`src/rtl/mem_port_arbiter_pkg.sv`:
```
// Shared state encodings and defaults for the memory-port arbiter and its watchdog.
// Used by both the default build and the ARB_TIMEOUT_EN build.
package mem_port_arbiter_pkg;

  typedef enum logic [2:0] {
    S_IDLE   = 3'd0,
    S_IF     = 3'd1,
    S_DEC    = 3'd2,
    S_MEM    = 3'd3,
    S_COMMIT = 3'd4,
    S_HALT   = 3'd5
  } arb_state_t;

  localparam int DEFAULT_TIMEOUT_CYCLES = 255;

  // States in which the arbiter owns the memory bus and holds m_req high.
  function automatic logic is_access(arb_state_t s);
    return (s == S_IF) || (s == S_MEM);
  endfunction

endpackage

```
`src/rtl/arb_watchdog.sv`:
```
// Ack-wait watchdog: counts stalled request cycles and flags expiry on the last one.
// Only present when ARB_TIMEOUT_EN is defined.
`ifdef ARB_TIMEOUT_EN
module arb_watchdog
  import mem_port_arbiter_pkg::*;
#(
  parameter int TIMEOUT_CYCLES = DEFAULT_TIMEOUT_CYCLES
) (
  input  logic clk,
  input  logic rst,
  input  logic clear,
  input  logic count_en,
  output logic expired
);

  localparam int CW = (TIMEOUT_CYCLES > 1) ? $clog2(TIMEOUT_CYCLES) : 1;

  logic [CW-1:0] count_reg;

  // Fires during the TIMEOUT_CYCLES-th stalled cycle so m_req drops right after it.
  assign expired = count_en && (count_reg == CW'(TIMEOUT_CYCLES - 1));

  always_ff @(posedge clk) begin
    if (rst || clear) begin
      count_reg <= '0;
    end else if (count_en) begin
      count_reg <= count_reg + 1'b1;
    end
  end

endmodule
`endif

```
`src/rtl/mem_port_arbiter.sv`:
```
// Sequences instruction fetch, optional load/store and commit over one shared memory port.
// Define ARB_TIMEOUT_EN to add the ack watchdog, sticky bus_err and the S_HALT trap state.
module mem_port_arbiter
  import mem_port_arbiter_pkg::*;
#(
  parameter int ADDR_WIDTH = 32,
  parameter int DATA_WIDTH = 32
`ifdef ARB_TIMEOUT_EN
  , parameter int TIMEOUT_CYCLES = DEFAULT_TIMEOUT_CYCLES
`endif
) (
  input  logic                  clk,
  input  logic                  rst,
  input  logic                  run,
  input  logic [ADDR_WIDTH-1:0] inst_addr,
  output logic [DATA_WIDTH-1:0] inst_data,
  input  logic                  d_ren,
  input  logic                  d_wen,
  input  logic [ADDR_WIDTH-1:0] mem_addr,
  input  logic [DATA_WIDTH-1:0] mem_dout,
  output logic [DATA_WIDTH-1:0] mem_din,
  output logic                  cpu_en,
  output logic                  busy,
  output logic                  m_req,
  output logic                  m_we,
  output logic [ADDR_WIDTH-1:0] m_addr,
  output logic [DATA_WIDTH-1:0] m_wdata,
  input  logic [DATA_WIDTH-1:0] m_rdata,
  input  logic                  m_ack,
  output logic                  bus_err
);

  arb_state_t state_reg, state_next;
  logic       timeout;

`ifdef ARB_TIMEOUT_EN
  logic access_start;
  logic bus_err_reg;

  assign access_start = is_access(state_next) && (state_next != state_reg);

  arb_watchdog #(
    .TIMEOUT_CYCLES(TIMEOUT_CYCLES)
  ) u_watchdog (
    .clk      (clk),
    .rst      (rst),
    .clear    (access_start),
    .count_en (m_req && !m_ack),
    .expired  (timeout)
  );

  always_ff @(posedge clk) begin
    if (rst) begin
      bus_err_reg <= 1'b0;
    end else if (timeout) begin
      bus_err_reg <= 1'b1;
    end
  end

  assign bus_err = bus_err_reg;
`else
  assign timeout = 1'b0;
  assign bus_err = 1'b0;
`endif

  always_comb begin
    state_next = state_reg;
    unique case (state_reg)
      S_IDLE:   if (run) state_next = S_IF;
      S_IF: begin
        if (timeout)    state_next = S_HALT;
        else if (m_ack) state_next = S_DEC;
      end
      S_DEC:    state_next = (d_wen || d_ren) ? S_MEM : S_COMMIT;
      S_MEM: begin
        if (timeout)    state_next = S_HALT;
        else if (m_ack) state_next = S_COMMIT;
      end
      S_COMMIT: state_next = run ? S_IF : S_IDLE;
      default:  state_next = state_reg;
    endcase
  end

  assign busy = (state_reg != S_IDLE);

  // Bus outputs are loaded from the next state so they are stable for the whole request.
  always_ff @(posedge clk) begin
    if (rst) begin
      state_reg <= S_IDLE;
      inst_data <= '0;
      mem_din   <= '0;
      cpu_en    <= 1'b0;
      m_req     <= 1'b0;
      m_we      <= 1'b0;
      m_addr    <= '0;
      m_wdata   <= '0;
    end else begin
      state_reg <= state_next;
      cpu_en    <= (state_next == S_COMMIT);
      m_req     <= is_access(state_next);
      if (state_next == S_IF && state_reg != S_IF) begin
        m_addr <= inst_addr;
        m_we   <= 1'b0;
      end
      if (state_next == S_MEM && state_reg != S_MEM) begin
        m_addr  <= mem_addr;
        m_we    <= d_wen;
        m_wdata <= mem_dout;
      end
      if (state_reg == S_IF && m_ack && !timeout) begin
        inst_data <= m_rdata;
      end
      // A combined load+store issued as a store, so only a pure read updates mem_din.
      if (state_reg == S_MEM && m_ack && !timeout && !m_we) begin
        mem_din <= m_rdata;
      end
    end
  end

endmodule

```
`config.mk`:
```
export PLATFORM = sky130hd
export DESIGN_NAME = mem_port_arbiter
export DESIGN_NICKNAME = d
export VERILOG_FILES = /design/src/rtl/mem_port_arbiter_pkg.sv /design/src/rtl/arb_watchdog.sv /design/src/rtl/mem_port_arbiter.sv
export SDC_FILE = /design/constraint.sdc
export NUM_CORES = 1
export LEC_CHECK = 0
export ABC_AREA = 1
export CAP_MARGIN = 30
export CORE_ASPECT_RATIO = 1.4
export CORE_MARGIN = 4
export CORE_UTILIZATION = 44
export DETAILED_ROUTE_END_ITERATION = 8
export PLACE_DENSITY = 0.95
export SLEW_MARGIN = 0
export SYNTH_ARGS = -nofsm -noshare
export SYNTH_HDL_FRONTEND = slang
export SYNTH_SLANG_ARGS = --single-unit
```
`constraint.sdc`:
```
create_clock -name clk -period 1.9 [get_ports clk]
set_input_delay 0.475 -clock clk [delete_from_list [all_inputs] [get_ports clk]]
set_output_delay 0.475 -clock clk [all_outputs]
set_load 0.1 [all_outputs]
```
== Yosys cells after proc, flatten, opt, wreduce, memory -nomap -nowiden ==
Cells that the tools add are included.

* $add $sub $neg: 0
* Multipliers: 0
* Div/mod/pow operators: 0
* Magnitude comparators: 0
* Equality and inequality tests: 9
* Shift operators: 0
* Multiplexer cells: 10
* Bitwise logic cells: 0
* Reductions and logical operators: 11

{| class="wikitable"
|+ Operators by type and width
! cell !! number
|-
| 2-to-1 mux 32 bit || 2
|-
| one-hot mux 3 bit (5 select lines) || 1
|-
| 2-to-1 mux 3 bit || 4
|-
| equality test 3 x 2 -> 1 bit (second input constant) || 3
|-
| equality test 3 x 1 -> 1 bit (second input constant) || 2
|-
| equality test 3 bit (second input constant) || 2
|-
| logical AND 1 bit || 5
|-
| zero test 3 bit || 1
|-
| 2-to-1 mux 1 bit || 3
|-
| inequality test 3 x 1 -> 1 bit (second input constant) || 1
|-
| inequality test 3 x 2 -> 1 bit (second input constant) || 1
|-
| nonzero test 3 bit || 1
|-
| logical OR 1 bit || 2
|-
| nonzero test 2 bit || 1
|-
| zero test 1 bit || 1
|}

* Register bits: 134
* Latch bits: 0
* Bits in writable memories: 0
* Bits in read-only memories: 0
* Input port bits: 134
* Output and inout bits: 133
* Logic and storage cells: 38
* Memories: 0

== Depth between registers and ports, before layout ==
* Word-level depth: 7
* Mapped depth: 8
* Depth with buffers taken out: 7

== Least setup slack after synthesis ==
OpenSTA, ideal clock, no wires.

* Path type: flip-flop to flip-flop
* Start: reg m_we
* End: reg mem_din[10]
* Library setup time: 0.117 ns
* Arrival: 1.628 ns
* Required time: 1.783 ns
* Setup slack: 0.156 ns
* Cell stages (with the launch flop): 6
* Buffers on the path: 1
* Clock period less this slack: 1.744 ns
* Cells stage by stage: dfxtp_1 nand3b_2 clkinv_2 buf_6 nor2_1 nor2_1

* Word-level cells in the longest chain between the ends: 2

{| class="wikitable"
|+ Ends and longest elaborated chain
! element !! line !! text
|-
| start: declaration || mem_port_arbiter.sv:25 || <nowiki>output logic m_we,</nowiki>
|-
| start signal: assignment || mem_port_arbiter.sv:107 || <nowiki>m_we <= d_wen;</nowiki>
|-
| zero test 1 bit || mem_port_arbiter.sv:114 || <nowiki>if (state_reg == S_MEM && m_ack && !timeout && !m_we) begin</nowiki>
|-
| logical AND 1 bit || mem_port_arbiter.sv:114 ||
|-
| end signal: assignment || mem_port_arbiter.sv:115 || <nowiki>mem_din <= m_rdata;</nowiki>
|-
| end: declaration || mem_port_arbiter.sv:21 || <nowiki>output logic [DATA_WIDTH-1:0] mem_din,</nowiki>
|}

Every way passes these cells.
A chain may end at the register's enable or synchronous reset.

== Worst setup path after layout ==
* Start: reg state_reg[2]
* End: out busy

* Word-level cells in the longest chain between the ends: 1

{| class="wikitable"
|+ Ends and longest elaborated chain
! element !! line !! text
|-
| start: declaration || mem_port_arbiter.sv:33 || <nowiki>arb_state_t state_reg, state_next;</nowiki>
|-
| start signal: assignment || mem_port_arbiter.sv:98 || <nowiki>state_reg <= state_next;</nowiki>
|-
| nonzero test 3 bit || mem_port_arbiter.sv:84 || <nowiki>assign busy = (state_reg != S_IDLE);</nowiki>
|-
| end: declaration || mem_port_arbiter.sv:23 || <nowiki>output logic busy,</nowiki>
|}

Every way passes these cells.

==> run_results.csv <==
group,metric,value,unit
yosys,synth_top_area_share,49.31,%
yosys,yosys.area.top_type,"dfxtp_1",
global_routing,track_usage,27.32,%
floorplan,chipHeight,139.6,um
yosys,seq_area_frac_synth,49.31,%
clock_network,cts_tree,"yes",
pwr,p_leak,0.004208,uW
yosys,synth_simple_gate_area_share,34.73,%
route,drt-initial-drc-count,283,
sta,fin_skew,9.161,ps
global_routing,grt_max_degree,51,
sta,fin_crit_sh,96.49,%
yosys,synth-main-ff-cell,"dfxtp_1",
yosys,synthTopCellsByArea,"dfxtp_1 49%, nor2_1 18%, o21ai_0 8.7%",
yosys,synth_warnings,0,
floorplan,num_io_pins,267,
sta,relSlewSlack,46.24,%
sta,rsz0062_at_grt,"false",
yosys,synth-xor-area-share,0,%
hold_path,hold_class,"reg -> reg",
global_routing,overflow,0,
sta,worst_slew_pin_slew,801.7,ps
yosys,synth_edf_count,0,
clock_network,h-tree-depth,4,
yosys,syn_area_per_cell,7.312,sq um
yosys,synth_commonest_cells,"262 x nor2_1, 134 x dfxtp_1, 105 x nand2_1",
yosys,yosys.cell_types.count,27,
worst_setup_path,critPathCaptureType,"primary output",
pwr,total_power,9972,uW
yosys,netlist_area,0.005440,sq mm
outcome,outcome,"complete, no violations",
clock_network,numCtsBuffers,17,
worst_setup_path,crit_path_max_fanout,5,
global_routing,antenna_found_initial,0,
global_routing,grt_pass1_vias,6031,
yosys,async_flop_share,0,%
floorplan,rows,47,
clock_network,cts_setup_buffers,0,
yosys,synth_compound_area_share,9.660,%
worst_setup_path,cp-start-kind,"flop",
clock_network,clk_pin_slew,60,ps
floorplan,core,0.01194,sq mm
yosys,synth_mux_area_share,0,%
worst_setup_path,cp_data_required_time,1420,ps
cells_and_area,fillers,554,
cells_and_area,area_growth,87.72,%
worst_setup_path,worstPathArrival,1360,ps
floorplan,die_area,0.01423,sq mm
placement,dp_cells,1125,
placement,hpwl,14.89,mm
route,vias,6054,
yosys,synth_seq_cells,134,
sta,slew_viol_final,0,
yosys,synth_top_family_by_area,"simple AND/OR/NAND/NOR gates",
placement,portBuffers,265,
yosys,yosysMostFrequentCell,"nor2_1",
cells_and_area,drive_gt1_share,20.10,%
route,vias_per_cell,5.232,
floorplan,die_x,102.0,um
sta,hold_viol_final,0,
sta,finalSetupViolations,0,
clock_network,cts.sinks,134,
sta,final.min_clock_period,1833,ps
worst_setup_path,crit_type,"reg -> out",
route,remaining_drc_errors,0,
route,drtAntennaViolNets,0,
yosys,post_synth_fa_ha_maj_area_fraction,0,%
sta,tns,0,ps
pwr,powerDensity,976.5,mW/mm^2
route,postRouteWirelength,19.98,mm
sta,timing.fmax,545.4,MHz
floorplan,initial_core_util,45.57,%
yosys,synth_cells,744,
pwr,ir_drop,0.0005954,V
cells_and_area,postLayoutCoreUtil,85.55,%
flow_run,cap_violations,0,
global_routing,grt_pass1_wl,30.28,mm
cells_and_area,final_nets,1132,
clock_network,cts_root_buf,"clkbuf_16",
yosys,synth_nets,878,
route,dr.pass1.iters,5,
clock_network,clk_latency,410,ps
route,wl_per_cell,17.27,um
clock_network,clockBufferDepth,2,
placement,gp_congestion,0.8472,
cells_and_area,num_antenna_cells,0,
cells_and_area,fin_cells,1157,
[cell type report]
| class | instances | area [sq um] | share of cell area (%) |
|---|---|---|---|
| tap | 147 | 183.9 | 1.801 |
| clock buffer | 18 | 439.2 | 4.300 |
| timing repair buffer | 286 | 4257 | 41.68 |
| clock inverter | 13 | 180.2 | 1.764 |
| multi-input combinational | 549 | 2430 | 23.79 |
| inverter | 10 | 38.79 | 0.3798 |
| sequential | 134 | 2684 | 26.28 |
[cells in the final DEF (no fill, tap or decap), types with 2 or more instances in the layout]
master | netlist | final
nand3_1 | 36 | 36
clkinvlp_4 | 0 | 3
nand2_2 | 2 | 2
nor2_2 | 2 | 2
o21ai_0 | 95 | 95
clkdlybuf4s50_1 | 0 | 133
clkinv_2 | 1 | 5
buf_4 | 4 | 11
inv_1 | 4 | 3
nand3b_1 | 32 | 32
clkbuf_16 | 0 | 17
inv_2 | 5 | 6
o21ai_1 | 3 | 3
nor2_4 | 2 | 2
nand2_1 | 105 | 105
bufinv_16 | 0 | 4
a21oi_1 | 2 | 2
nor2_1 | 262 | 262
dfxtp_1 | 134 | 133
buf_12 | 0 | 142
[cell families after synthesis]
group	Yosys count
AO/OA/AOI/OAI	102
buffers and inverters	62
flip-flops	134
other	1
AND/OR/NAND/NOR	445
[worst max-delay path, cell delays in order, from the launching register on]
cell and delay [ps]:
dfxtp_1 490, inv_2 90, nand2_1 170, buf_12 200
[what timing repair did]
action                     in CTS  in global routing
setup endpoints to repair       0                 19
resized for setup               0                  1
hold buffers                    0                  0
[metal layers]
| layer | GRT usage, % | part of all wire [%] | wire, um | vias to the layer above |
|---|---|---|---|---|
| met4 | 14.72 | 4.7 | 940 | 0 |
| met3 | 6.860 | 7.7 | 1537 | 64 |
| met1 | 26.77 | 32 | 6439 | 2796 |
| li1 | - | - | - | 2881 |
| met2 | 50.70 | 55 | 11070 | 313 |
| met5 | 0 | 0 | 0 | - |
[stage by stage]
step | area [sq um] | hold WS [ps] | setup slack (ps)
global placement | 9580 | 507.0 | -168.7
floorplan | 5440 | 544.1 | 155.6
CTS | 10200 | 522.7 | 14.84
detailed placement | 9580 | 514.3 | -284.7
finish | 10210 | 520.4 | 66.61
global route | 10210 | 546.3 | 13.80
[power breakdown]
group | switching, uW | internal (uW)
logic | 2050 | 1240
clock network | 1230 | 2220
registers | 215 | 3010
total | 3500 | 6470
[path summary, 6_finish.rpt]
| check | cells after the start | slack [ps] | from | endpoint |
|---|---|---|---|---|
| max | 3 | 70 | state_reg[2] | busy |
| min | 2 | 520 | m_wdata[24] | m_wdata[24] |
| max reg2reg | 6 | 210 | state_reg[2] | m_addr[5] |
| min reg2reg | 2 | 520 | m_wdata[24] | m_wdata[24] |
Note: power is estimated with default switching activity, not from simulation.
